<file path="config.mk">
export PLATFORM = sky130hd
export DESIGN_NAME = version_rom_seq
export DESIGN_NICKNAME = d
export VERILOG_FILES = /design/src/rtl/version_rom_seq_pkg.sv /design/src/rtl/version_rom_seq_rom_lat_ctr.sv /design/src/rtl/version_rom_seq.sv
export SDC_FILE = /design/constraint.sdc
export NUM_CORES = 1
export LEC_CHECK = 0
export ABC_AREA = 1
export CAP_MARGIN = 20
export CORE_MARGIN = 2
export CORE_UTILIZATION = 40
export DETAILED_ROUTE_END_ITERATION = 8
export PLACE_DENSITY = 0.68
export SKIP_CTS_REPAIR_TIMING = 1
export SYNTH_ARGS = -nofsm -noshare
export SYNTH_HDL_FRONTEND = slang
export SYNTH_HIERARCHICAL = 1
export SYNTH_SLANG_ARGS = --single-unit
</file>
<file path="constraint.sdc">
create_clock -name CLK -period 2.5 [get_ports CLK]
set_input_delay 0.5 -clock CLK [delete_from_list [all_inputs] [get_ports CLK]]
set_output_delay 0.5 -clock CLK [all_outputs]
set_load 0.01 [all_outputs]
</file>
<file path="src/rtl/version_rom_seq_pkg.sv">
// version_rom_seq_pkg: shared FSM encoding, ROM geometry defaults and checksum width
package version_rom_seq_pkg;
  localparam int ROM_AW_DEF = 7;
  localparam int ROM_DW_DEF = 16;
  localparam int CK_W = 16;
  typedef enum logic [3:0] {
    IDLE, RD_WAIT, RD_OUT, DMP_WAIT, TX_HI, TX_LO, CK_HI, CK_LO, DONE
  } state_t;
endpackage

</file>
<file path="src/rtl/version_rom_seq_rom_lat_ctr.sv">
// rom_lat_ctr: ROM latency down-counter, done while the count sits at 1
module rom_lat_ctr #(
  parameter int W = 2
) (
  input  logic         clk,
  input  logic         rst,
  input  logic         load,
  input  logic [W-1:0] init,
  output logic         done
);
  logic [W-1:0] cnt;
  // load restarts the wait, otherwise count down and park at zero
  always_ff @(posedge clk) begin
    if (rst) cnt <= '0;
    else if (load) cnt <= init;
    else if (cnt != '0) cnt <= cnt - 1'b1;
  end
  assign done = cnt == W'(1);
endmodule

</file>
<file path="src/rtl/version_rom_seq.sv">
// version_rom_seq: arbitrates ROM access between single reads and a byte-streamed table dump
module version_rom_seq
  import version_rom_seq_pkg::*;
#(
  parameter int ROM_AW = ROM_AW_DEF,
  parameter int ROM_DW = ROM_DW_DEF,
  parameter int ROM_LATENCY = 1,
  parameter int DUMP_LEN = 128
) (
  input  logic              CLK,
  input  logic              RST,
  input  logic              rd_req,
  input  logic [ROM_AW-1:0] rd_addr,
  output logic [ROM_DW-1:0] rd_data,
  output logic              rd_valid,
  input  logic              dump_start,
  output logic [7:0]        tx_data,
  output logic              tx_valid,
  input  logic              tx_ready,
  output logic              dump_done,
  output logic              busy,
  output logic [ROM_AW-1:0] rom_address,
  input  logic [ROM_DW-1:0] rom_q
);
  localparam int CW = $clog2(ROM_LATENCY + 1);
  localparam logic [ROM_AW:0] LAST = (ROM_AW + 1)'(DUMP_LEN - 1);
  state_t state;
  logic [ROM_AW:0] idx;
  logic [ROM_DW-1:0] word;
  logic [CK_W-1:0] cksum;
  logic ctr_load, ctr_done;
  assign ctr_load = (state == IDLE && (rd_req || dump_start)) ||
                    (state == TX_LO && tx_ready && idx != LAST);
  rom_lat_ctr #(.W(CW)) u_ctr (
    .clk (CLK),
    .rst (RST),
    .load(ctr_load),
    .init(CW'(ROM_LATENCY)),
    .done(ctr_done)
  );
  // sequencer: every output is registered and set on the transition into its state
  always_ff @(posedge CLK) begin
    if (RST) begin
      state <= IDLE;
      rom_address <= '0;
      rd_data <= '0;
      rd_valid <= 1'b0;
      tx_data <= '0;
      tx_valid <= 1'b0;
      dump_done <= 1'b0;
      busy <= 1'b0;
      idx <= '0;
      word <= '0;
      cksum <= '0;
    end else begin
      rd_valid <= 1'b0;
      dump_done <= 1'b0;
      case (state)
        IDLE: begin
          if (rd_req) begin
            rom_address <= rd_addr;
            busy <= 1'b1;
            state <= RD_WAIT;
          end else if (dump_start) begin
            rom_address <= '0;
            idx <= '0;
            cksum <= '0;
            busy <= 1'b1;
            state <= DMP_WAIT;
          end
        end
        RD_WAIT: if (ctr_done) begin
          rd_data <= rom_q;
          rd_valid <= 1'b1;
          state <= RD_OUT;
        end
        RD_OUT: begin
          busy <= 1'b0;
          state <= IDLE;
        end
        DMP_WAIT: if (ctr_done) begin
          word <= rom_q;
          cksum <= cksum + rom_q;
          tx_data <= rom_q[15:8];
          tx_valid <= 1'b1;
          state <= TX_HI;
        end
        TX_HI: if (tx_ready) begin
          tx_data <= word[7:0];
          state <= TX_LO;
        end
        TX_LO: if (tx_ready) begin
          if (idx == LAST) begin
            tx_data <= cksum[15:8];
            state <= CK_HI;
          end else begin
            idx <= idx + 1'b1;
            rom_address <= ROM_AW'(idx + 1'b1);
            tx_valid <= 1'b0;
            state <= DMP_WAIT;
          end
        end
        CK_HI: if (tx_ready) begin
          tx_data <= cksum[7:0];
          state <= CK_LO;
        end
        CK_LO: if (tx_ready) begin
          tx_valid <= 1'b0;
          dump_done <= 1'b1;
          state <= DONE;
        end
        DONE: begin
          busy <= 1'b0;
          state <= IDLE;
        end
        default: state <= IDLE;
      endcase
    end
  end
endmodule

</file>
* Word level (Yosys, flattened, before mapping) *
Cells that the tools add are included.

operators by class
  add/subtract/negate cells = 3
  eq/ne operators = 21
  muxes and demuxes = 42
  bitwise logic cells = 2
  reduce and logical (&&, ||, !) cells = 23

operators with widths
  kind                   number
  $mux W8                9
  $mux W16               3
  $mux W4                8
  $pmux W16 S2           1
  $pmux W8 S4            1
  $mux W7                4
  $pmux W4 S7            1
  $add A16 B16 Y16       1
  $eq A4 B3 Y1 const B   4
  $pmux W8 S2            1
  $ne A2 B2 Y1 const B   7
  $pmux W7 S2            1
  $mux W1                10
  $reduce_and A5 Y1      2
  $add A8 B1 Y8 const B  1
  $eq A4 B2 Y1 const B   2
  $eq A8 B7 Y1 const B   1
  $ne A8 B7 Y1 const B   1
  $reduce_and A4 Y1      2
  $reduce_and A7 Y1      1
  $ne A2 B1 Y1 const B   3
  $reduce_and A2 Y1      3
  $reduce_and A6 Y1      1
  $reduce_bool A2 Y1     3
  14 further kinds       20

storage, ports and cells
  flip-flop bits (word level) = 72
  output and inout bits = 35

* Logic depth before layout (Yosys ltp) *
  depth after elaboration = 5
  depth in mapped cells = 12

* Modules after synthesis *
The synthesis kept the hierarchy.

by module, submodules not included
  module           times used  cells an instance  area each (µm²)
  version_rom_seq  1           642                4077.7
  rom_lat_ctr      1           3                  30.0

* Worst setup path before layout *
OpenSTA, ideal clock, no wires.

  path type = input to register
  start = input rom_q[0]
  end = register cksum[8]
  library setup time = 0.132 ns
  data arrival time = 1.765 ns
  path slack = 0.603 ns
  stages = 10
  path buffers = 0
  cells stage by stage = ha_1 inv_1 fa_1 inv_1 nand3_1 nand3_1 a21oi_1 or2_2 nand3_1 a21oi_1

on the way
  word-level cells in the longest chain between the ends = 3

ends and longest elaborated chain
  element                 RTL line               RTL
  start: declaration      version_rom_seq.sv:23  input logic [ROM_DW-1:0] rom_q
  $add A16 B16 Y16        version_rom_seq.sv:83  cksum <= cksum + rom_q;
  $mux W16                version_rom_seq.sv:81  DMP_WAIT: if (ctr_done) begin
  $pmux W16 S2            version_rom_seq.sv:58  case (state)
  end signal: assignment  version_rom_seq.sv:83
  end: declaration        version_rom_seq.sv:30  logic [CK_W-1:0] cksum;

Every way passes these cells. The select of a mux whose other input is x is not followed.
A chain may end at the register's enable or synchronous reset.

* Worst setup path after layout *
Ends and elaborated chain as after synthesis.

==> impl_metrics.yaml <==
synthesis:
  ys_warn_count: 6
  syn_nets: 690
  synth-seq-area-share_pct: 35.1
  ys_ff_latch: 72
  yosys_most_used_dff: "dfxtp_1"
  synth-edff-count: 0
  synthTopCellsByArea: "dfxtp_1, nand2_1, nor2_1"
  synth_area_um2: 4110
  syn_avg_cell_area_um2: 6.37
  yosysMostFrequentCell: "nand2_1"
  ys_types: 35
  yosys.area.top_type_share_pct: 35.1
  synth_cells: 645
  post-synth-top-area-cell: "dfxtp_1"
  synthArstFlopShare_pct: 0
  synth_top_cells_by_count: "nand2_1, nor2_1, dfxtp_1, inv_1, a21oi_1"
timing:
  skew_ns: 0.0112
  rsz0062_at_grt: "no"
  setup_slack_ns: 0.324
  tns_ns: 0
  finalHoldViolations: 0
  fmax_ghz: 0.459
  max-slew-margin-rel_pct: 56.5
  slew_viol_final: 0
  worst-slew-pin-transition_ns: 0.650
  fin_crit_ns: 2.18
  setup_viol: 0
  finalCritPeriodShare_pct: 87.1
power:
  vdd_ir_drop_max_v: 0.000317
  p_leak_uw: 0.00229
  power_density_nw_per_um2: 781
min_path:
  worstHoldPathType: "reg -> reg"
critical_path:
  max_stage_delay_ns: 0.51
  cp_max_fo: 3
  cpMostUsedCell: "nand3_1"
  start_kind: "input pin"
  crit_type: "in -> reg"
  crit_chain: "clkdlybuf4s50_1, ha_1, inv_1, fa_1, inv_1, nand3_1, nand3_1, a21oi_1, or2_2, nand3_1, a21oi_1"
  critPathRequiredTime_ns: 2.73
  endpoint_kind: "flop"
  arrival_ns: 2.41
  slowest_stage: "clkdlybuf4s50_1"
global_routing:
  grt-ovfl-total: 0
  grt_max_degree: 34
  gr-usage-all-layers_pct: 20.8
  grt_pass1_vias: 3966
  grt_pass1_wl_mm: 18.7
  antenna_found_initial: 0
route:
  dr.first_iter.drc_count: 242
  drtPass1Iterations: 5
  drc: 0
  drt.antenna.violating_nets: 0
  routed_wl_mm: 11.0
  wl_per_cell_um: 13.0
  vias: 4241
  via_per_inst: 5.01
floorplanning:
  die_h_um: 105
  start_util_pct: 41.6
  die_x_um: 105
  boundaryPins: 63
  die_area_um2: 11100
  rows: 36
  core_region_area_um2: 9860
clock_network:
  clk_pin_slew_ns: 0.08
  cts_buffer_depth: 2
  clk_latency_ns: 0.35
  cts.htree.levels: 3
  cts_buffers: 9
  cts_num_sinks: 72
  cts_tree: "yes"
  root_buffer: "clkbuf_8"
place:
  post-place-ws_ns: -0.0111
  gp_congestion: 0.924
  dp.final_hpwl_mm: 8.32
  io_buffers: 62
layout:
  area_growth_pct: 23.6
  nNetsFinal: 754
  fillerInstances: 988
  multi_input_area_um2: 2270
  diodes: 0
  drive_above_1_share_pct: 7.56
  area.sequential_um2: 1440
flow_run:
  maxCapViolCount: 0
run_status:
  status: "finished clean"
through the flow:
step           cells  util [%]  area [um2]  hold WS (ns)  power, uW
6_report         847      51.5        5080         0.443       3970
5_1_grt          847      51.5        5080         0.470       4250
4_1_cts          847      51.5        5080         0.447       3980
3_5_place_dp     831      49.4        4870         0.435       3010
3_3_place_gp     831      49.4        4870         0.432       2970
2_1_floorplan    645         -        4110         0.425       2490
cell usage in the layout, fill, tap and decap left out, types with 8 or more instances in the layout:
cell type,n
ha_1,16
nand2_1,190
nor3_1,8
nand3_1,44
clkdlybuf4s50_1,62
o21ai_0,40
clkbuf_8,10
buf_4,9
nor2_1,83
dfxtp_1,72
a21oi_1,54
inv_1,72
inv_2,9
flip-flops by register name, indices dropped and copies added (netlist names):
name,flops
busy,1
cksum,16
word,8
rd_valid,1
rd_data,16
tx_data,8
idx,8
rom_address,7
state,4
tx_valid,1
dump_done,1
u_ctr/done,1
final timing paths:
path                    start          end  slack, ns  cells after the start
hold reg to reg   rd_data[11]  rd_data[11]       0.44                      2
hold / removal    rd_data[11]  rd_data[11]       0.44                      2
setup reg to reg       idx[0]   tx_data[1]       0.47                     10
setup / recovery     rom_q[0]     cksum[8]       0.32                     11
layout make-up:
| cell class | count | share of cell area (%) |
|---|---|---|
| Multi-Input combinational cell | 473 | 44.7 |
| Clock buffer | 10 | 2.71 |
| Inverter | 82 | 6.06 |
| Sequential cell | 72 | 28.4 |
| Timing Repair Buffer | 71 | 13.6 |
| Tap cell | 133 | 3.28 |
| Clock inverter | 6 | 1.33 |
cells by family (layout without fill, tap and decap cells):
family | count (synthesis) | after routing | share of synthesized area (%)
AND/OR/NAND/NOR | 349 | 349 | 35.7
AO/OA/AOI/OAI | 102 | 102 | 13.2
buffers and inverters | 100 | 169 | 9.72
flip-flops | 72 | 72 | 35.1
adder cells (fa/ha/maj) | 17 | 17 | 5.36
XOR/XNOR | 4 | 4 | 0.853
other | 1 | 1 | 0.0913
metal layers:
layer,global-route usage (%),wire [um],up-vias
li1,-,-,2172
met1,28.8,5190,1916
met2,32.0,4860,127
met3,3.40,747,26
met4,8.29,246,0
met5,0,0,-
worst max-delay path: cells and delay by family:
kind,cells,cell delay [ns]
buffers and inverters,3,0.67
adders and majority gates,2,0.58
and+or+nand+nor,4,0.52
AOI/OAI and AO/OA,2,0.14
power by group:
group / switching, uW / leakage, uW / internal (uW)
Clock: 475 / 0.0000989 / 491
Combinational: 859 / 0.00160 / 614
Sequential: 164 / 0.000585 / 1360
Power figures use the tool's default switching activity.
